File: config.mk
export PLATFORM = sky130hd
export DESIGN_NAME = uart_rx_os
export DESIGN_NICKNAME = d
export VERILOG_FILES = /design/src/rtl/uart_pkg.sv /design/src/rtl/uart_baud_tick.sv /design/src/rtl/uart_rx_os.sv
export SDC_FILE = /design/constraint.sdc
export NUM_CORES = 1
export LEC_CHECK = 0
export ABC_CLOCK_PERIOD_IN_PS = 2600
export CAP_MARGIN = 10
export CORE_ASPECT_RATIO = 0.75
export CORE_UTILIZATION = 35
export DETAILED_ROUTE_END_ITERATION = 12
export HOLD_SLACK_MARGIN = 0.03
export PLACE_DENSITY = 0.5
export SYNTH_ARGS = -nofsm -noshare
export SYNTH_HDL_FRONTEND = slang
export SYNTH_SLANG_ARGS = --single-unit
export TNS_END_PERCENT = 50
File: constraint.sdc
create_clock -name clk -period 2.6 [get_ports clk]
set_input_delay 0.26 -clock clk [delete_from_list [all_inputs] [get_ports clk]]
set_output_delay 0.26 -clock clk [all_outputs]
set_load 0.02 [all_outputs]
File: src/rtl/uart_pkg.sv
// Shared types for the oversampled UART receiver and related blocks.
package uart_pkg;

   localparam int UART_OSR_DEF = 16;

   typedef enum logic [2:0] {
      RX_IDLE    = 3'd0,
      RX_START   = 3'd1,
      RX_DATA    = 3'd2,
      RX_PARITY  = 3'd3,
      RX_STOP    = 3'd4,
      RX_WAIT_HI = 3'd5
   } rx_state_e;

   typedef struct packed {
      logic perr;
      logic ferr;
      logic brk;
   } uart_rx_status_t;

   // 2-of-3 majority used to reject single-sample line noise
   function automatic logic maj3(input logic a, input logic b, input logic c);
      return (a & b) | (a & c) | (b & c);
   endfunction

endpackage

File: src/rtl/uart_baud_tick.sv
// Oversample tick generator: counts 0..i_div and pulses o_tick on the last count.
// Held at zero while i_clr is high so the first tick lands i_div+1 clocks after release.
module uart_baud_tick #(
   parameter int DIV_W = 16
) (
   input  logic             clk,
   input  logic             rstn,
   input  logic             i_clr,
   input  logic [DIV_W-1:0] i_div,
   output logic             o_tick
);

   logic [DIV_W-1:0] cnt_q;

   assign o_tick = !i_clr && (cnt_q == i_div);

   // free-running divider, wraps after reaching the divisor
   always_ff @(posedge clk or negedge rstn) begin
      if (!rstn) begin
         cnt_q <= '0;
      end else if (i_clr || (cnt_q == i_div)) begin
         cnt_q <= '0;
      end else begin
         cnt_q <= cnt_q + DIV_W'(1);
      end
   end

endmodule

File: src/rtl/uart_rx_os.sv
// Oversampled UART receiver with majority vote, runtime divisor, optional parity,
// 1/2 stop bits and a valid/ready output carrying data plus error status.
//
// state      | meaning
// -----------+-------------------------------------------------------------
// RX_IDLE    | waiting for a falling edge on the line
// RX_START   | validating start bit; majority high means false start
// RX_DATA    | shifting in DLEN data bits, LSB first
// RX_PARITY  | sampling the parity bit and evaluating parity error
// RX_STOP    | sampling stop bit(s); frame completes at mid of the last one
// RX_WAIT_HI | after a framing error, blocks start detect until line is high
module uart_rx_os
   import uart_pkg::*;
#(
   parameter int DLEN  = 8,
   parameter int OSR   = UART_OSR_DEF,
   parameter int DIV_W = 16
) (
   input  logic             clk,
   input  logic             rstn,
   input  logic             i_rxs,
   input  logic [DIV_W-1:0] i_div,
   input  logic             i_par_en,
   input  logic             i_par_odd,
   input  logic             i_stop2,
   output logic             o_tvalid,
   input  logic             i_tready,
   output logic [DLEN-1:0]  o_tdata,
   output logic             o_perr,
   output logic             o_ferr,
   output logic             o_break,
   output logic             o_ovr,
   output logic             o_busy
);

   localparam int SCW = $clog2(OSR);
   localparam int BCW = $clog2(DLEN + 1);
   localparam logic [SCW-1:0] S_LO  = SCW'(OSR / 2 - 1);
   localparam logic [SCW-1:0] S_MID = SCW'(OSR / 2);
   localparam logic [SCW-1:0] S_HI  = SCW'(OSR / 2 + 1);
   localparam logic [SCW-1:0] S_END = SCW'(OSR - 1);
   localparam logic [BCW-1:0] B_LAST = BCW'(DLEN - 1);

   rx_state_e        state_q, state_d;
   logic             rxs_prev_q;
   logic [DIV_W-1:0] div_q;
   logic             par_en_q, par_odd_q, stop2_q;
   logic [SCW-1:0]   sctr_q;
   logic [BCW-1:0]   bctr_q;
   logic [1:0]       smp_q;
   logic [DLEN-1:0]  shreg_q;
   logic             perr_q, ferr_q, par_bit_q, stop_idx_q;

   logic             tvalid_q, ovr_q;
   logic [DLEN-1:0]  tdata_q;
   uart_rx_status_t  stat_q, stat_d;

   logic tick, tick_clr, start_det, in_frame;
   logic at_lo, at_mid, at_hi, at_end;
   logic bit_val, frame_done, ferr_final;

   assign tick_clr  = (state_q == RX_IDLE) || (state_q == RX_WAIT_HI);
   assign start_det = (state_q == RX_IDLE) && !i_rxs && rxs_prev_q;
   assign in_frame  = (state_q == RX_START) || (state_q == RX_DATA) ||
                      (state_q == RX_PARITY) || (state_q == RX_STOP);

   uart_baud_tick #(.DIV_W(DIV_W)) u_tick (
      .clk    (clk),
      .rstn   (rstn),
      .i_clr  (tick_clr),
      .i_div  (div_q),
      .o_tick (tick)
   );

   assign at_lo   = tick && (sctr_q == S_LO);
   assign at_mid  = tick && (sctr_q == S_MID);
   assign at_hi   = tick && (sctr_q == S_HI);
   assign at_end  = tick && (sctr_q == S_END);
   assign bit_val = maj3(smp_q[0], smp_q[1], i_rxs);

   assign ferr_final = ferr_q || !bit_val;

   // FSM state register
   always_ff @(posedge clk or negedge rstn) begin
      if (!rstn) begin
         state_q <= RX_IDLE;
      end else begin
         state_q <= state_d;
      end
   end

   // next-state decode; completion is flagged at the mid decision of the last stop bit
   always_comb begin
      state_d    = state_q;
      frame_done = 1'b0;
      case (state_q)
         RX_IDLE: begin
            if (start_det) state_d = RX_START;
         end
         RX_START: begin
            if (at_hi && bit_val) state_d = RX_IDLE;
            else if (at_end)      state_d = RX_DATA;
         end
         RX_DATA: begin
            if (at_end && (bctr_q == B_LAST)) state_d = par_en_q ? RX_PARITY : RX_STOP;
         end
         RX_PARITY: begin
            if (at_end) state_d = RX_STOP;
         end
         RX_STOP: begin
            if (at_hi && (!stop2_q || stop_idx_q)) begin
               frame_done = 1'b1;
               state_d    = ferr_final ? RX_WAIT_HI : RX_IDLE;
            end
         end
         RX_WAIT_HI: begin
            if (i_rxs) state_d = RX_IDLE;
         end
         default: state_d = RX_IDLE;
      endcase
   end

   // sampling, counters, shift register and per-frame config/status
   always_ff @(posedge clk or negedge rstn) begin
      if (!rstn) begin
         rxs_prev_q <= 1'b0;
         div_q      <= '0;
         par_en_q   <= 1'b0;
         par_odd_q  <= 1'b0;
         stop2_q    <= 1'b0;
         sctr_q     <= '0;
         bctr_q     <= '0;
         smp_q      <= '0;
         shreg_q    <= '0;
         perr_q     <= 1'b0;
         ferr_q     <= 1'b0;
         par_bit_q  <= 1'b0;
         stop_idx_q <= 1'b0;
      end else begin
         rxs_prev_q <= i_rxs;
         if (start_det) begin
            div_q      <= i_div;
            par_en_q   <= i_par_en;
            par_odd_q  <= i_par_odd;
            stop2_q    <= i_stop2;
            sctr_q     <= '0;
            bctr_q     <= '0;
            perr_q     <= 1'b0;
            ferr_q     <= 1'b0;
            par_bit_q  <= 1'b0;
            stop_idx_q <= 1'b0;
         end else if (in_frame && tick) begin
            if (at_lo)  smp_q[0] <= i_rxs;
            if (at_mid) smp_q[1] <= i_rxs;
            sctr_q <= at_end ? '0 : sctr_q + SCW'(1);
            if (at_hi) begin
               case (state_q)
                  RX_DATA:   shreg_q <= {bit_val, shreg_q[DLEN-1:1]};
                  RX_PARITY: begin
                     par_bit_q <= bit_val;
                     perr_q    <= ((^shreg_q) ^ bit_val) != par_odd_q;
                  end
                  RX_STOP:   if (!bit_val) ferr_q <= 1'b1;
                  default:   ;
               endcase
            end
            if (at_end) begin
               if (state_q == RX_DATA) bctr_q <= bctr_q + BCW'(1);
               if (state_q == RX_STOP) stop_idx_q <= 1'b1;
            end
         end
      end
   end

   always_comb begin
      stat_d.perr = perr_q && par_en_q;
      stat_d.ferr = ferr_final;
      stat_d.brk  = (shreg_q == '0) && (!par_en_q || !par_bit_q) && ferr_final;
   end

   // output beat register: load when empty or draining, otherwise drop and flag overrun
   always_ff @(posedge clk or negedge rstn) begin
      if (!rstn) begin
         tvalid_q <= 1'b0;
         tdata_q  <= '0;
         stat_q   <= '0;
         ovr_q    <= 1'b0;
      end else begin
         ovr_q <= 1'b0;
         if (frame_done) begin
            if (!tvalid_q || i_tready) begin
               tvalid_q <= 1'b1;
               tdata_q  <= shreg_q;
               stat_q   <= stat_d;
            end else begin
               ovr_q <= 1'b1;
            end
         end else if (tvalid_q && i_tready) begin
            tvalid_q <= 1'b0;
         end
      end
   end

   assign o_tvalid = tvalid_q;
   assign o_tdata  = tdata_q;
   assign o_perr   = stat_q.perr;
   assign o_ferr   = stat_q.ferr;
   assign o_break  = stat_q.brk;
   assign o_ovr    = ovr_q;
   assign o_busy   = (state_q != RX_IDLE);

endmodule
==> impl_metrics.yaml, run 1 <==
outcome:
  status: "completed"
placement:
  hpwl_um: 5800
  io_buffers: 36
  dpl_cell_area_um2: 4330
  gp_congestion: 0.811
worst_setup_path:
  cp-start-kind: "flop"
  worstSetupPathType: "flop to flop"
  required_ns: 2.81
  cp.arrival_ns: 2.57
  critPathMaxFanout: 11
  cp-end-kind: "flop"
  r2r_setup_slack_ns: 0.24
power:
  clkPwrFrac_pct: 32.6
  power_frac_comb_pct: 27.6
  irDropWorstVdd_uv: 339
  power_density_nw_per_um2: 868
  internal_power_mw: 2.69
  swShare_pct: 33.5
  seqPwrFrac_pct: 39.8
  power.leakage_nw: 2.07
  power_switching_mw: 1.35
min_path:
  hold_class: "input port to flop"
global_routing:
  first_global_vias: 2758
  grt_overflow: 0
  grt_usage_pct: 16.5
  grt_pass1_wl_um: 14000
  antenna_found_initial: 0
  grt_max_degree: 36
synthesis:
  ys_types: 56
  ys_seq_area_share_pct: 49.2
  synth-edff-count: 0
  synth-seq-cells: 74
  ys.flop_type: "dfrtp_1"
  yosys_warnings: 0
  synthCells: 384
  synth_fp_nets: 416
  synth-async-reset-ratio_pct: 100
  synth_area_um2: 3770
  syn_avg_cell_area_um2: 9.81
final_layout:
  layout.nets: 462
  antenna_cells: 0
  final_common_cell: "nand2_1"
  drive_gt1_share_pct: 11.3
  final_cell_mix: "79 x nand2_1, 74 x dfrtp_1, 35 x clkdlybuf4s50_1"
  design_area_um2: 4660
  syn2layout_area_growth_pct: 23.7
clock_tree:
  cts.htree.levels: 3
  cts.path.max_buffers: 2
  postCtsResizedCells: 0
  clk_pin_slew_worst_paths_ns: 0.06
  clockRootBuffer: "clkbuf_16"
  numCtsBuffers: 9
  cts_setup_buffers: 0
  worstSkewPairLatency_ns: 0.34
  cts_tree: "yes"
  cts_num_sinks: 74
detailed_routing:
  drt_iter0_markers: 161
  wl_per_cell_um: 14.4
  num_vias: 2759
  viasPerCell: 4.83
  first_pass_iters: 4
  postRouteAntennaNets: 0
  drc: 0
  drt_wl_total_um: 8200
floorplan:
  core-area_um2: 10400
  die_w_um: 122
  io_pins: 37
  die_area_um2: 11200
  start_util_pct: 36.3
  rows: 32
  die_y_um: 91.8
sta:
  final.setup.tns_ns: 0
  worst_pin_slew_ns: 0.631
  skew_ns: 0.00749
  setup_violations: 0
  relSlewSlack_pct: 58.0
  drv_slew: 0
  period_minus_slack_ns: 2.36
  max_freq_mhz: 424
  hold_violations: 0
  rsz0062_at_grt: "false"
  finalCritPeriodShare_pct: 90.8
run:
  max-cap-violations: 0
through the flow:
| stage | hold WS, ns | setup WS (ns) | instances | total power [mW] | utilization [%] |
|---|---|---|---|---|---|
| after global routing | 0.454 | 0.152 | 571 | 4.32 | 44.9 |
| after CTS | 0.440 | 0.255 | 571 | 4.09 | 44.9 |
| after detailed placement | 0.317 | 0.279 | 554 | 2.74 | 41.8 |
| after global placement | 0.319 | 0.293 | 554 | 2.74 | 41.8 |
| after floorplan | -0.0356 | 0.425 | 384 | 2.39 | - |
| final | 0.449 | 0.239 | 571 | 4.04 | 44.9 |
worst max-delay path: stages, from the launching register on:
cell and delay (ns):
dfrtp_1 0.43, xnor2_2 0.22, nand4_1 0.21, nor4_4 0.38, nand3_2 0.17, nor4b_4 0.30
buf_12 0.19, mux2_2 0.34
sequential cells by signal (all words and copies together), names as in the netlist, 2 cells and up:
| name | count |
|---|---|
| smp_q | 2 |
| bctr_q | 4 |
| sctr_q | 4 |
| o_tdata | 8 |
| u_tick.cnt_q | 16 |
| shreg_q | 8 |
| state_q | 3 |
| div_q | 16 |
cell type report:
cell class,instances,area (um2)
timing repair buffer,49,480
sequential,74,1850
multi-input combinational,274,1760
clock inverter,4,76.3
tap,136,170
fill,989,5710
inverter,22,82.6
clock buffer,12,236
worst paths after layout:
kind | startpoint | end | cells past startpoint
max reg2reg | u_tick.cnt_q[10]$_DFF_PN0_ | o_break$_DFFE_PN0P_ | 7
min in group asynchronous | rstn | o_tdata[1]$_DFFE_PN0P_ | 2
min reg2reg | smp_q[0]$_DFFE_PN0P_ | smp_q[0]$_DFFE_PN0P_ | 1
max in group asynchronous | rstn | shreg_q[6]$_DFFE_PN0P_ | 3
min | i_div[11] | div_q[11]$_DFFE_PN0P_ | 3
max | u_tick.cnt_q[10]$_DFF_PN0_ | o_break$_DFFE_PN0P_ | 7
synth_stat cells (2+ instances only):
cell type	instances	area, um2
nand3_2	2	20.0
nand4_1	11	68.8
dfrtp_1	74	1850
a22o_1	2	17.5
a211oi_1	2	15.0
nand2_1	79	297
nor2b_1	4	25.0
nand2b_1	3	18.8
inv_1	22	82.6
o21ai_0	12	60.1
o22ai_1	2	12.5
nor2_1	29	109
ha_1	9	113
buf_2	4	20.0
nand3_1	11	55.1
mux2_2	3	33.8
or3_1	6	37.5
mux2i_1	6	60.1
and3_1	3	18.8
xnor2_1	22	193
buf_6	2	22.5
nor3_1	5	25.0
xor2_1	9	78.8
xnor2_2	3	48.8
a21oi_1	10	50.1
o21ai_1	5	25.0
mux2_4	8	120
clkbuf_1	7	26.3
and2_1	2	12.5
logic make-up after synthesis:
logic type,share of synthesized area [%]
compound gates,6.98
mux,5.98
flops,49.2
xor+xnor,8.51
buf+inv,4.12
fa+ha+maj,3.26
simple gates,22.0
power by group through the flow:
| stage | registers [mW] | logic [mW] | clock network (mW) |
|---|---|---|---|
| finish | 1.61 | 1.11 | 1.32 |
| global route | 1.65 | 1.26 | 1.41 |
| CTS | 1.61 | 1.13 | 1.35 |
| detailed placement | 1.63 | 1.11 | 0 |
| global placement | 1.63 | 1.11 | 0 |
| floorplan | 1.54 | 0.847 | 0 |
per-layer routing:
metal	GRT usage, %	vias to the layer above	routed length, um
li1	-	1385	-
met1	24.6	1323	4400
met2	22.6	41	3400
met3	4.54	10	304
met4	5.66	0	97
met5	0	-	0
repair_timing:
action / in CTS / in global routing
endpoints found under the setup margin: 0 / 0
endpoints found under the hold margin: 24 / 0
hold buffers: 1 / 0
(Power assumes the default switching activity.)
==> inputs of run 2 (changes only) <==
--- a/config.mk
+++ b/config.mk
@@ -8,10 +8,10 @@
 export ABC_CLOCK_PERIOD_IN_PS = 2600
 export CAP_MARGIN = 10
 export CORE_ASPECT_RATIO = 0.75
-export CORE_UTILIZATION = 35
+export CORE_UTILIZATION = 40
 export DETAILED_ROUTE_END_ITERATION = 12
 export HOLD_SLACK_MARGIN = 0.03
-export PLACE_DENSITY = 0.5
+export PLACE_DENSITY = 0.56
 export SYNTH_ARGS = -nofsm -noshare
 export SYNTH_HDL_FRONTEND = slang
 export SYNTH_SLANG_ARGS = --single-unit
==> impl_metrics.yaml, run 2 (synthesis results as in run 1) <==
outcome:
  status: "completed"
sta:
  hold_ws_ns: 0.448
  hold_violations: 0
  setup_ws_ns: 0.284
  max_freq_mhz: 432
  rsz0062_at_grt: "false"
  worst_pin_slew_ns: 0.423
  skew_ns: 0.00688
  final.setup.tns_ns: 0
  drv_slew: 0
  finalCritPeriodShare_pct: 89.1
  relSlewSlack_pct: 71.5
  period_minus_slack_ns: 2.32
  setup_violations: 0
detailed_routing:
  drc: 0
  wl_per_cell_um: 13.9
  viasPerCell: 4.89
  first_pass_iters: 4
  drt_iter0_markers: 160
  num_vias: 2770
  postRouteAntennaNets: 0
  drt_wl_total_um: 7850
worst_setup_path:
  critPathMaxFanout: 13
  cp.arrival_ns: 2.59
  slowest_stage: "dfrtp_1"
  critical_path_buf_inv_count: 2
  slowest_delay_ns: 0.44
  crit_path_frequent_cell: "buf_4"
  cp-start-kind: "flop"
  worstSetupPathType: "flop to flop"
  crit_path_start: "u_tick.cnt_q[10]$_DFF_PN0_"
  path_depth: 8
  timing.rr.start: "u_tick.cnt_q[10]$_DFF_PN0_"
  required_ns: 2.87
  crit_chain: "xnor2_2 -> nand4_1 -> nor4_4 -> buf_4 -> nor4b_1 -> buf_4 -> a41o_1 -> a22o_1"
  r2r_cells: 8
  r2r_setup_slack_ns: 0.28
  cp_top_family: "simple AND/OR/NAND/NOR gates"
  cp-end-kind: "flop"
power:
  seqPwrFrac_pct: 39.9
  power.leakage_nw: 2.09
  irDropWorstVdd_uv: 485
  power_density_nw_per_um2: 864
  clkPwrFrac_pct: 32.8
  power_switching_mw: 1.34
  internal_power_mw: 2.70
  swShare_pct: 33.2
  finalPower_mw: 4.04
  power_frac_comb_pct: 27.3
floorplan:
  rows: 30
  die_area_um2: 9810
  start_util_pct: 41.5
  io_pins: 37
  die_y_um: 86.0
  die_w_um: 114
  core-area_um2: 9080
global_routing:
  grt_overflow: 0
  grt_usage_pct: 17.9
  grt_max_degree: 75
  first_global_vias: 2663
  grt_pass1_wl_um: 13400
  antenna_found_initial: 0
final_layout:
  final_common_cell: "nand2_1"
  multi_input_area_um2: 1760
  fill_cells: 863
  drive_gt1_share_pct: 12.3
  syn2layout_area_growth_pct: 24.2
  seq_area_um2: 1850
  antenna_cells: 0
  reg_top3: "div_q x16, u_tick.cnt_q x16"
  final_cell_mix: "79 x nand2_1, 74 x dfrtp_1, 35 x clkdlybuf4s50_1"
  layout.nets: 465
run:
  max-cap-violations: 0
clock_tree:
  cts.path.max_buffers: 2
  numCtsBuffers: 9
  clockRootBuffer: "clkbuf_16"
  cts_tree: "yes"
  postCtsResizedCells: 0
  worstSkewPairLatency_ns: 0.33
  cts.htree.levels: 3
  cts_num_sinks: 74
  clk_pin_slew_worst_paths_ns: 0.06
placement:
  dp_slack_ns: 0.283
  hpwl_um: 5660
  gp_congestion: 0.775
  io_buffers: 36
min_path:
  min_path_cells: 3
  hold_class: "input port to flop"
  hp-start: "i_div[15]"
[run 2: cell count changes in the layout (fill, tap and decap cells not counted), sizes merged]
cell and change:
clkinv +1, inv +1, buf +3, clkbuf -2
[run 2: power by group through the flow]
stage | Sequential (mW) | Clock [mW] | Combinational (mW)
floorplan | 1.54 | 0 | 0.847
global placement | 1.63 | 0 | 1.10
detailed placement | 1.64 | 0 | 1.10
CTS | 1.62 | 1.36 | 1.11
global route | 1.65 | 1.43 | 1.23
finish | 1.61 | 1.32 | 1.10
[run 2: layout make-up]
| cell class | count | share of cell area [%] |
|---|---|---|
| clock inverter | 6 | 1.93 |
| sequential | 74 | 39.6 |
| timing repair buffer | 52 | 10.8 |
| clock buffer | 10 | 4.90 |
| inverter | 22 | 1.77 |
| multi-input combinational | 274 | 37.6 |
| tap | 128 | 3.43 |
[run 2: worst paths after layout]
check	to
max in group asynchronous	div_q[2]$_DFFE_PN0P_
max	bctr_q[2]$_DFFE_PN0P_
min	div_q[15]$_DFFE_PN0P_
max reg2reg	bctr_q[2]$_DFFE_PN0P_
min in group asynchronous	o_tdata[1]$_DFFE_PN0P_
min reg2reg	div_q[0]$_DFFE_PN0P_
[run 2: worst register-to-register path: cells and delay by family (launching register included)]
family | cells | cell delay (ns)
flops | 1 | 0.44
simple gates | 3 | 0.93
xor+xnor | 1 | 0.18
buf+inv | 2 | 0.42
compound gates | 2 | 0.28
[run 2: stage by stage]
stage	instance area, um2	utilization, %	std cells
detailed placement	4350	47.9	549
floorplan	3770	-	384
global placement	4350	47.9	549
CTS	4680	51.5	566
global route	4680	51.5	566
finish	4680	51.5	566
[run 2: metal layers]
layer	part of all wire (%)	GRT usage, %	up-vias
met5	0	0	-
met4	1.2	5.67	0
met3	3.9	4.73	10
met2	41	25.0	48
met1	54	26.7	1321
li1	-	-	1391
[run 2: repair_timing]
action                    in CTS  in global routing
hold buffers                   1                  0
setup buffers                  0                  0
hold endpoints to repair      74                  0
